<file path="config.mk">
export PLATFORM = sky130hd
export DESIGN_NAME = clint_axi_lite
export DESIGN_NICKNAME = d
export VERILOG_FILES = /design/src/rtl/clint_axi_lite.sv
export SDC_FILE = /design/constraint.sdc
export NUM_CORES = 1
export LEC_CHECK = 0
export BUFFER_PORTS_ARGS = -buffer_cell sky130_fd_sc_hd__buf_2
export CAP_MARGIN = 20
export CORE_ASPECT_RATIO = 0.6
export CORE_MARGIN = 2
export CORE_UTILIZATION = 33
export DETAILED_ROUTE_END_ITERATION = 8
export GPL_TIMING_DRIVEN = 0
export SLEW_MARGIN = 20
export SYNTH_ARGS = -nofsm -noshare
export SYNTH_HDL_FRONTEND = slang
export SYNTH_SLANG_ARGS = --single-unit
</file>
<file path="constraint.sdc">
create_clock -name clk -period 3.5 [get_ports clk]
set_input_delay 0.175 -clock clk [delete_from_list [all_inputs] [get_ports clk]]
set_output_delay 0.175 -clock clk [all_outputs]
set_load 0.02 [all_outputs]
</file>
<file path="src/rtl/clint_axi_lite.sv">
// Core-local interruptor (mtime, mtimecmp, msip) behind an AXI4-Lite responder.
// Read and write channels are independent. Define CLINT_MSIP_EN to build the msip register.
module clint_axi_lite #(
    parameter logic [31:0] BASE     = 32'h0200_0000,
    parameter int          ADDR_W   = 32,
    parameter int          TICK_DIV = 1
) (
    input  logic              clk,
    input  logic              rst,
    input  logic [ADDR_W-1:0] AWADDR,
    input  logic              AWVALID,
    output logic              AWREADY,
    input  logic [63:0]       WDATA,
    input  logic [7:0]        WSTRB,
    input  logic              WVALID,
    output logic              WREADY,
    output logic [1:0]        BRESP,
    output logic              BVALID,
    input  logic              BREADY,
    input  logic [ADDR_W-1:0] ARADDR,
    input  logic              ARVALID,
    output logic              ARREADY,
    output logic [63:0]       RDATA,
    output logic [1:0]        RRESP,
    output logic              RVALID,
    input  logic              RREADY,
    output logic              clint_mtip,
    output logic              clint_msip
);

    // TICK_DIV must be at least 1; a value of 1 ticks mtime every cycle.
    localparam int                PW         = (TICK_DIV > 1) ? $clog2(TICK_DIV) : 1;
    localparam logic [PW-1:0]     PRESC_LAST = PW'(TICK_DIV - 1);
    localparam logic [ADDR_W-1:0] BASE_A     = ADDR_W'(BASE);
    localparam logic [ADDR_W-1:0] OFF_CMP    = ADDR_W'(32'h0000_4000);
    localparam logic [ADDR_W-1:0] OFF_TIME   = ADDR_W'(32'h0000_BFF8);
`ifdef CLINT_MSIP_EN
    localparam logic [ADDR_W-1:0] OFF_MSIP   = ADDR_W'(32'h0000_0000);
`endif

    typedef enum logic [1:0] {SEL_NONE, SEL_MSIP, SEL_CMP, SEL_TIME} sel_t;
    typedef enum logic {W_IDLE, W_RESP} w_state_t;
    typedef enum logic {R_IDLE, R_DATA} r_state_t;

    function automatic sel_t decode(input logic [ADDR_W-1:0] addr);
        logic [ADDR_W-1:0] off;
        off = (addr - BASE_A) & ~ADDR_W'(7);
        if (off == OFF_CMP)  return SEL_CMP;
        if (off == OFF_TIME) return SEL_TIME;
`ifdef CLINT_MSIP_EN
        if (off == OFF_MSIP) return SEL_MSIP;
`endif
        return SEL_NONE;
    endfunction

    function automatic logic [63:0] merge(input logic [63:0] old_val,
                                          input logic [63:0] data,
                                          input logic [7:0]  strb);
        logic [63:0] res;
        res = old_val;
        for (int i = 0; i < 8; i++) begin
            if (strb[i]) res[8*i +: 8] = data[8*i +: 8];
        end
        return res;
    endfunction

    w_state_t        w_state, w_next;
    r_state_t        r_state, r_next;
    sel_t            wr_sel, rd_sel;
    logic            wr_en, rd_en, w_hs_ok, tick;
    logic [63:0]     mtime, mtimecmp, rd_val;
    logic [PW-1:0]   presc;

    assign wr_sel  = decode(AWADDR);
    assign rd_sel  = decode(ARADDR);
    assign w_hs_ok = AWVALID & WVALID & ~rst;
    assign tick    = (presc == PRESC_LAST);

    // Write channel: AW and W are accepted together, then B is held until taken.
    always_ff @(posedge clk) begin
        if (rst) w_state <= W_IDLE;
        else     w_state <= w_next;
    end

    always_comb begin
        w_next  = w_state;
        wr_en   = 1'b0;
        AWREADY = 1'b0;
        WREADY  = 1'b0;
        BVALID  = 1'b0;
        case (w_state)
            W_IDLE: begin
                AWREADY = w_hs_ok;
                WREADY  = w_hs_ok;
                wr_en   = w_hs_ok;
                if (w_hs_ok) w_next = W_RESP;
            end
            W_RESP: begin
                BVALID = ~rst;
                if (BREADY) w_next = W_IDLE;
            end
            default: w_next = W_IDLE;
        endcase
    end

    always_ff @(posedge clk) begin
        if (rst)        BRESP <= 2'b00;
        else if (wr_en) BRESP <= (wr_sel == SEL_NONE) ? 2'b10 : 2'b00;
    end

    // Read channel: data is captured at the AR handshake and held until taken.
    always_ff @(posedge clk) begin
        if (rst) r_state <= R_IDLE;
        else     r_state <= r_next;
    end

    always_comb begin
        r_next  = r_state;
        rd_en   = 1'b0;
        ARREADY = 1'b0;
        RVALID  = 1'b0;
        case (r_state)
            R_IDLE: begin
                ARREADY = ~rst;
                rd_en   = ARVALID & ~rst;
                if (rd_en) r_next = R_DATA;
            end
            R_DATA: begin
                RVALID = ~rst;
                if (RREADY) r_next = R_IDLE;
            end
            default: r_next = R_IDLE;
        endcase
    end

`ifdef CLINT_MSIP_EN
    logic msip;
`endif

    always_comb begin
        rd_val = '0;
        case (rd_sel)
            SEL_CMP:  rd_val = mtimecmp;
            SEL_TIME: rd_val = mtime;
`ifdef CLINT_MSIP_EN
            SEL_MSIP: rd_val = {63'd0, msip};
`endif
            default:  rd_val = '0;
        endcase
    end

    always_ff @(posedge clk) begin
        if (rst) begin
            RDATA <= '0;
            RRESP <= 2'b00;
        end else if (rd_en) begin
            RDATA <= rd_val;
            RRESP <= (rd_sel == SEL_NONE) ? 2'b10 : 2'b00;
        end
    end

    // Timer: a write to mtime wins over a same-cycle tick, which is then lost.
    always_ff @(posedge clk) begin
        if (rst) presc <= '0;
        else     presc <= tick ? '0 : presc + PW'(1);
    end

    always_ff @(posedge clk) begin
        if (rst)                              mtime <= '0;
        else if (wr_en && wr_sel == SEL_TIME) mtime <= merge(mtime, WDATA, WSTRB);
        else if (tick)                        mtime <= mtime + 64'd1;
    end

    always_ff @(posedge clk) begin
        if (rst)                             mtimecmp <= '1;
        else if (wr_en && wr_sel == SEL_CMP) mtimecmp <= merge(mtimecmp, WDATA, WSTRB);
    end

    always_ff @(posedge clk) begin
        if (rst) clint_mtip <= 1'b0;
        else     clint_mtip <= (mtime >= mtimecmp);
    end

`ifdef CLINT_MSIP_EN
    always_ff @(posedge clk) begin
        if (rst)                                       msip <= 1'b0;
        else if (wr_en && wr_sel == SEL_MSIP && WSTRB[0]) msip <= WDATA[0];
    end

    always_ff @(posedge clk) begin
        if (rst) clint_msip <= 1'b0;
        else     clint_msip <= msip;
    end
`else
    assign clint_msip = 1'b0;
`endif

endmodule

</file>
# [Yosys cells after proc, flatten, opt, wreduce, memory -nomap -nowiden]
# Cells that the tools add are included.
[word_totals] ff_bits=200 inputBits=143 out_inout_bits=75 wordCells=111
[classes] add_sub_neg=4 order_cmp=1 n_eq_ne=17 n_mux=38 bitwise_logic=7 reduce_logical=21
[op_table] operator="2-to-1 mux 64 bit" n=2
[op_table] operator="one-hot mux 64 bit (2 select lines)" n=1
[op_table] operator="adder 64 x 1 -> 64 bit (second input constant)" n=1
[op_table] operator=">= comparator 64 bit" n=1
[op_table] operator="2-to-1 mux 8 bit" n=8
[op_table] operator="subtractor 32 x 26 -> 32 bit (second input constant)" n=2
[op_table] operator="equality test 29 x 12 -> 1 bit (second input constant)" n=2
[op_table] operator="equality test 29 x 13 -> 1 bit (second input constant)" n=2
[op_table] operator="AND reduction 2 bit" n=16
[op_table] operator="2-to-1 mux 2 bit" n=10
[op_table] operator="!= test 2 bit (second input constant)" n=8
[op_table] operator="2-to-1 mux 1 bit" n=15
[op_table] operator="equality test 2 bit (second input constant)" n=4
[op_table] operator="zero test 2 bit" n=2
[op_table] operator="inverter 1 bit" n=4
[op_table] operator="one-hot mux 1 bit (2 select lines)" n=2
[op_table] operator="AND 1 bit" n=3
[op_table] operator="logical AND 1 bit" n=2
[op_table] operator="!= test 2 x 1 -> 1 bit (second input constant)" n=1
[op_table] operator="OR reduction 2 bit" n=1
[op_table] operator="adder 1 bit (second input constant)" n=1

# [Longest topological paths before layout]
[logic_depth] ltp_word=10 depth_mapped=10 mapped_depth_nobuf=8

# [Worst setup path before layout]
# Ideal clock, no wire load.
[synth_timing] path_kind="flip-flop to flip-flop" startpoint="register mtimecmp[57]" endpoint="register clint_mtip" setup_time_ps=79 arrival_time_ps=2171 t_required_ps=3421 path_slack_ps=1250 stages_incl_launch_ff=8 path_buffers=0 synth_period_minus_slack_ps=2250 path_cell_list="dfxtp_1 inv_1 ha_1 nand4_1 or4b_2 nand3b_1 or4_1 o211ai_1"
[synth_via] elab_chain_cells=1
[synth_rtl] element="start, declared" line="71" text="logic [63:0] mtime, mtimecmp, rd_val;"
[synth_rtl] element="start signal, assigned" line="176" text="else if (wr_en && wr_sel == SEL_CMP) mtimecmp <= merge(mtimecmp, WDATA, WSTRB);"
[synth_rtl] element=">= comparator 64 bit" line="181" text="else clint_mtip <= (mtime >= mtimecmp);"
[synth_rtl] element="end signal, assigned" line="181"
[synth_rtl] element="end, declared" line="27" text="output logic clint_mtip,"
# No other way between the ends.
# A chain may end at the register's enable or synchronous reset.

# [Worst setup path after layout]
[layout_timing] startpoint="register w_state" endpoint="register mtimecmp[49]"
[layout_via] elab_chain_cells=3
[layout_rtl] element="start, declared" line="67" text="w_state_t w_state, w_next;"
[layout_rtl] element="start signal, assigned" line="82" text="else w_state <= w_next;"
[layout_rtl] element="2-to-1 mux 1 bit" line="91" text="case (w_state)"
[layout_rtl] element="logical AND 1 bit" line="176"
[layout_rtl] element="AND reduction 2 bit (no source line)"
# No other way between the ends.

==> flow_summary.toml <==
[drt]
vias = 11870
antenna_violating_nets_post_route = 0
drt_iter0_drc = 1473
first_pass_iters = 8
wl_per_cell_um = 20.28
wl_um = 42120
highest_layer = "met4"
detail_route.wirelength.met1_um = 21100
dr_wl_met3_um = 3796
drt-vias-per-instance = 5.715
met2_length_um = 16690
remaining_drc_errors = 0

[setup_path]
timing.critical_path.fanout_max = 10
start_kind = "flip-flop"
timing.setup.critical_path_class = "flip-flop to flip-flop"
crit_path_end_kind = "flip-flop"
worst_ep_arrival_time_ns = 3.28
cp_data_required_time_ns = 3.80
worst_path_largest_cell_delay_ns = 0.57
critical-path-slowest-cell = "sky130_fd_sc_hd__nor3_2"
critical_path.cell_chain = "and4bb_1, nand3_1, nor3_2, buf_6, and2_1, clkbuf_1, buf_2, o211ai_1"

[global_routing]
vias_in_the_first_global_route = 10710
grt_max_degree = 17
global_route.usage.total_pct = 24.44
gr-total-overflow = 0
antenna_found_initial = 2
grt_pass1_wl_um = 63980

[floorplanning]
initial_core_utilization_pct = 33.43
placementRows = 51
floorplan.die.height_um = 144.2
io-pin-count = 218
die_area_um2 = 34280
core_outline_area_um2 = 32350
chipWidth_um = 237.7

[layout]
layout-drive-gt1-share_pct = 17.26
multi_input_gate_area_um2 = 6197
syn_to_final_growth_pct = 25.81
layout.area.seq_um2 = 3964
final_core_utilization_pct = 42.05
final_nets = 1846
nFillCells = 3291

[synth]
ys_warn_count = 0
synth-seq-area-share_pct = 36.65
ys_async_sr_fraction_pct = 0
yosys-mux-area-fraction_pct = 0.4050
post_synth_fa_ha_maj_area_fraction_pct = 7.521
post_synth_xor_area_fraction_pct = 0
synthesis.area_per_instance_um2 = 8.016
synth_compound_area_share_pct = 25.26
synth_enable_flop_cells = 0
synthesis.instances = 1349
synth_top_family_by_area = "compound AO/OA/AOI/OAI gates"
post_synth_and_or_nand_nor_area_fraction_pct = 23.94
netlist_area_um2 = 10810
ys_dominant_reg_cell = "sky130_fd_sc_hd__dfxtp_1"
yosys_register_bits = 198
synth_cell_types = 67

[timing]
finalSetupViolCount = 0
relSlewSlack_pct = 29.48
finalCritPeriodShare_pct = 85.00
report.final.hold_viol_count = 0
report.final.slew_viol_count = 0
rsz0062_at_grt = "no"
skew_ns = 0.01750
fin_ws_ns = 0.5250
timing.final.crit_period_ns = 2.975
clock.fmax_mhz = 336.1
tightest_slew_ns = 1.058

[clock_tree]
path_clk_slew_ns = 0.08
post_cts.resized_instances = 0
cts_tree = "yes"
cts.root.buffer_cell = "sky130_fd_sc_hd__clkbuf_16"
cts_sinks = 198
clockBufferDepth = 2
cts_htree_levels = 4
number_of_buffers_added_by_the_clock_tree_synthesis_step = 17
worstSkewPairLatency_ns = 0.48
cts-hold-fix-buffers = 58
cts_setup_buffers = 0

[placed_design]
gp_congestion = 0.9424
numPortBuffers = 208
pre_cts_slack_ns = 0.3297
detailedPlacementHpwl_um = 32240

[hold_path]
tightest_hold_check_type = "input pin to flip-flop"

[power_and_ir_drop]
pwr_density_cell_nw_per_um2 = 377.9
worst_ir_drop_vdd_mv = 0.3741
static-leakage-power_nw = 5.909
totalPowerFinal_mw = 5.141

[status]
outcome = "finished clean"

[run]
max_cap_violations = 0
-- synthesized netlist by cell type, drive strengths merged, types with 12 or more instances --
master	n	share of area [%]
a31oi	22	1.3
nor3	41	1.9
a211oi	28	1.9
nand2	198	6.9
a21oi	108	5.0
o211ai	79	5.5
nor4	27	1.6
buf	23	1.2
clkbuf	70	2.5
ha	65	7.5
and3	27	1.6
a221oi	68	5.5
dfxtp	198	37
inv	74	2.6
and4	12	0.99
nor2	52	1.8
nand4	30	1.7
nand3	45	2.3
and2	31	1.8
o21ai	56	2.6
-- logic make-up after synthesis --
kind of cell | count (synthesis)
compound gates | 407
fa+ha+maj | 65
buf+inv | 167
flops | 198
mux | 4
other cells | 1
simple gates | 507
-- worst paths after layout --
kind	to	cells after the start	start	slack, ns
hold / removal	mtimecmp[32]$_SDFFE_PP1P_	3	WDATA[32]	0.009
setup / recovery	mtimecmp[49]$_SDFFE_PP1P_	8	w_state$_SDFF_PP0_	0.52
setup reg to reg	mtimecmp[49]$_SDFFE_PP1P_	8	w_state$_SDFF_PP0_	0.52
hold reg to reg	RDATA[12]$_SDFFE_PP0P_	2	RDATA[12]$_SDFFE_PP0P_	0.45
-- power by group --
part	leakage [nW]	internal, mW	switching, mW
Sequential	1.62	2.33	0.0432
Clock	0.292	1.16	0.981
Combinational	4.00	0.234	0.387
Total	5.91	3.73	1.41
-- sequential cells by signal (all words and copies together), names as in the netlist --
| register | flops |
|---|---|
| RDATA | 64 |
| mtime | 64 |
| mtimecmp | 64 |
| BRESP | 1 |
| RRESP | 1 |
| clint_mtip | 1 |
| presc | 1 |
| r_state | 1 |
| w_state | 1 |
-- worst max-delay path, delay by kind of cell, from the launching register on --
kind                   cells  cell delay (ns)
and+or+nand+nor            4             1.53
DFF                        1             0.31
buffers and inverters      3             0.83
AOI/OAI and AO/OA          1             0.12
-- layout by cell type (no fill, tap or decap), drive strengths merged, types with 7 or more instances in the layout --
cell type / netlist / routed
a21oi: 108 / 108
a21o: 10 / 10
nor2: 52 / 52
and3: 27 / 27
dfxtp: 198 / 198
o211ai: 79 / 79
clkbuf: 70 / 90
a221oi: 68 / 68
dlygate4sd3: 0 / 58
and2: 31 / 31
nor4: 27 / 27
nand2: 198 / 198
buf: 23 / 232
a211oi: 28 / 28
or3: 7 / 7
inv: 74 / 75
o21ai: 56 / 56
and4: 12 / 12
nand4: 30 / 30
nor3: 41 / 41
a31oi: 22 / 22
nand3: 45 / 45
ha: 65 / 65
-- area by class of cell --
class,count,area share [%]
multi-input cells,987,45.55
flip-flops and latches,198,29.13
repair buffers,267,12.00
well taps,424,3.899
clock buffers,20,3.357
plain buffers,93,2.878
inverters,74,2.042
clock inverters,12,1.104
diodes,2,0.03679
-- metrics by stage --
| stage | std cells | hold WS (ns) | TNS (ns) | cell area, µm² |
|---|---|---|---|---|
| after floorplan | 1352 | 0.2862 | 0 | 10830 |
| after global placement | 1984 | 0.3782 | -32.44 | 12400 |
| after detailed placement | 1985 | 0.3773 | 0 | 12410 |
| after CTS | 2075 | 0.00007733 | 0 | 13600 |
| after global routing | 2075 | 0.01920 | 0 | 13600 |
| final | 2077 | 0.009453 | 0 | 13610 |
-- metal layers --
| metal | vias up | GRT usage (%) |
|---|---|---|
| met5 | - | 0 |
| met4 | 0 | 6.091 |
| met3 | 41 | 4.848 |
| met2 | 558 | 33.73 |
| met1 | 5658 | 37.88 |
| li1 | 5614 | - |
Note: power is estimated with default switching activity, not from simulation.
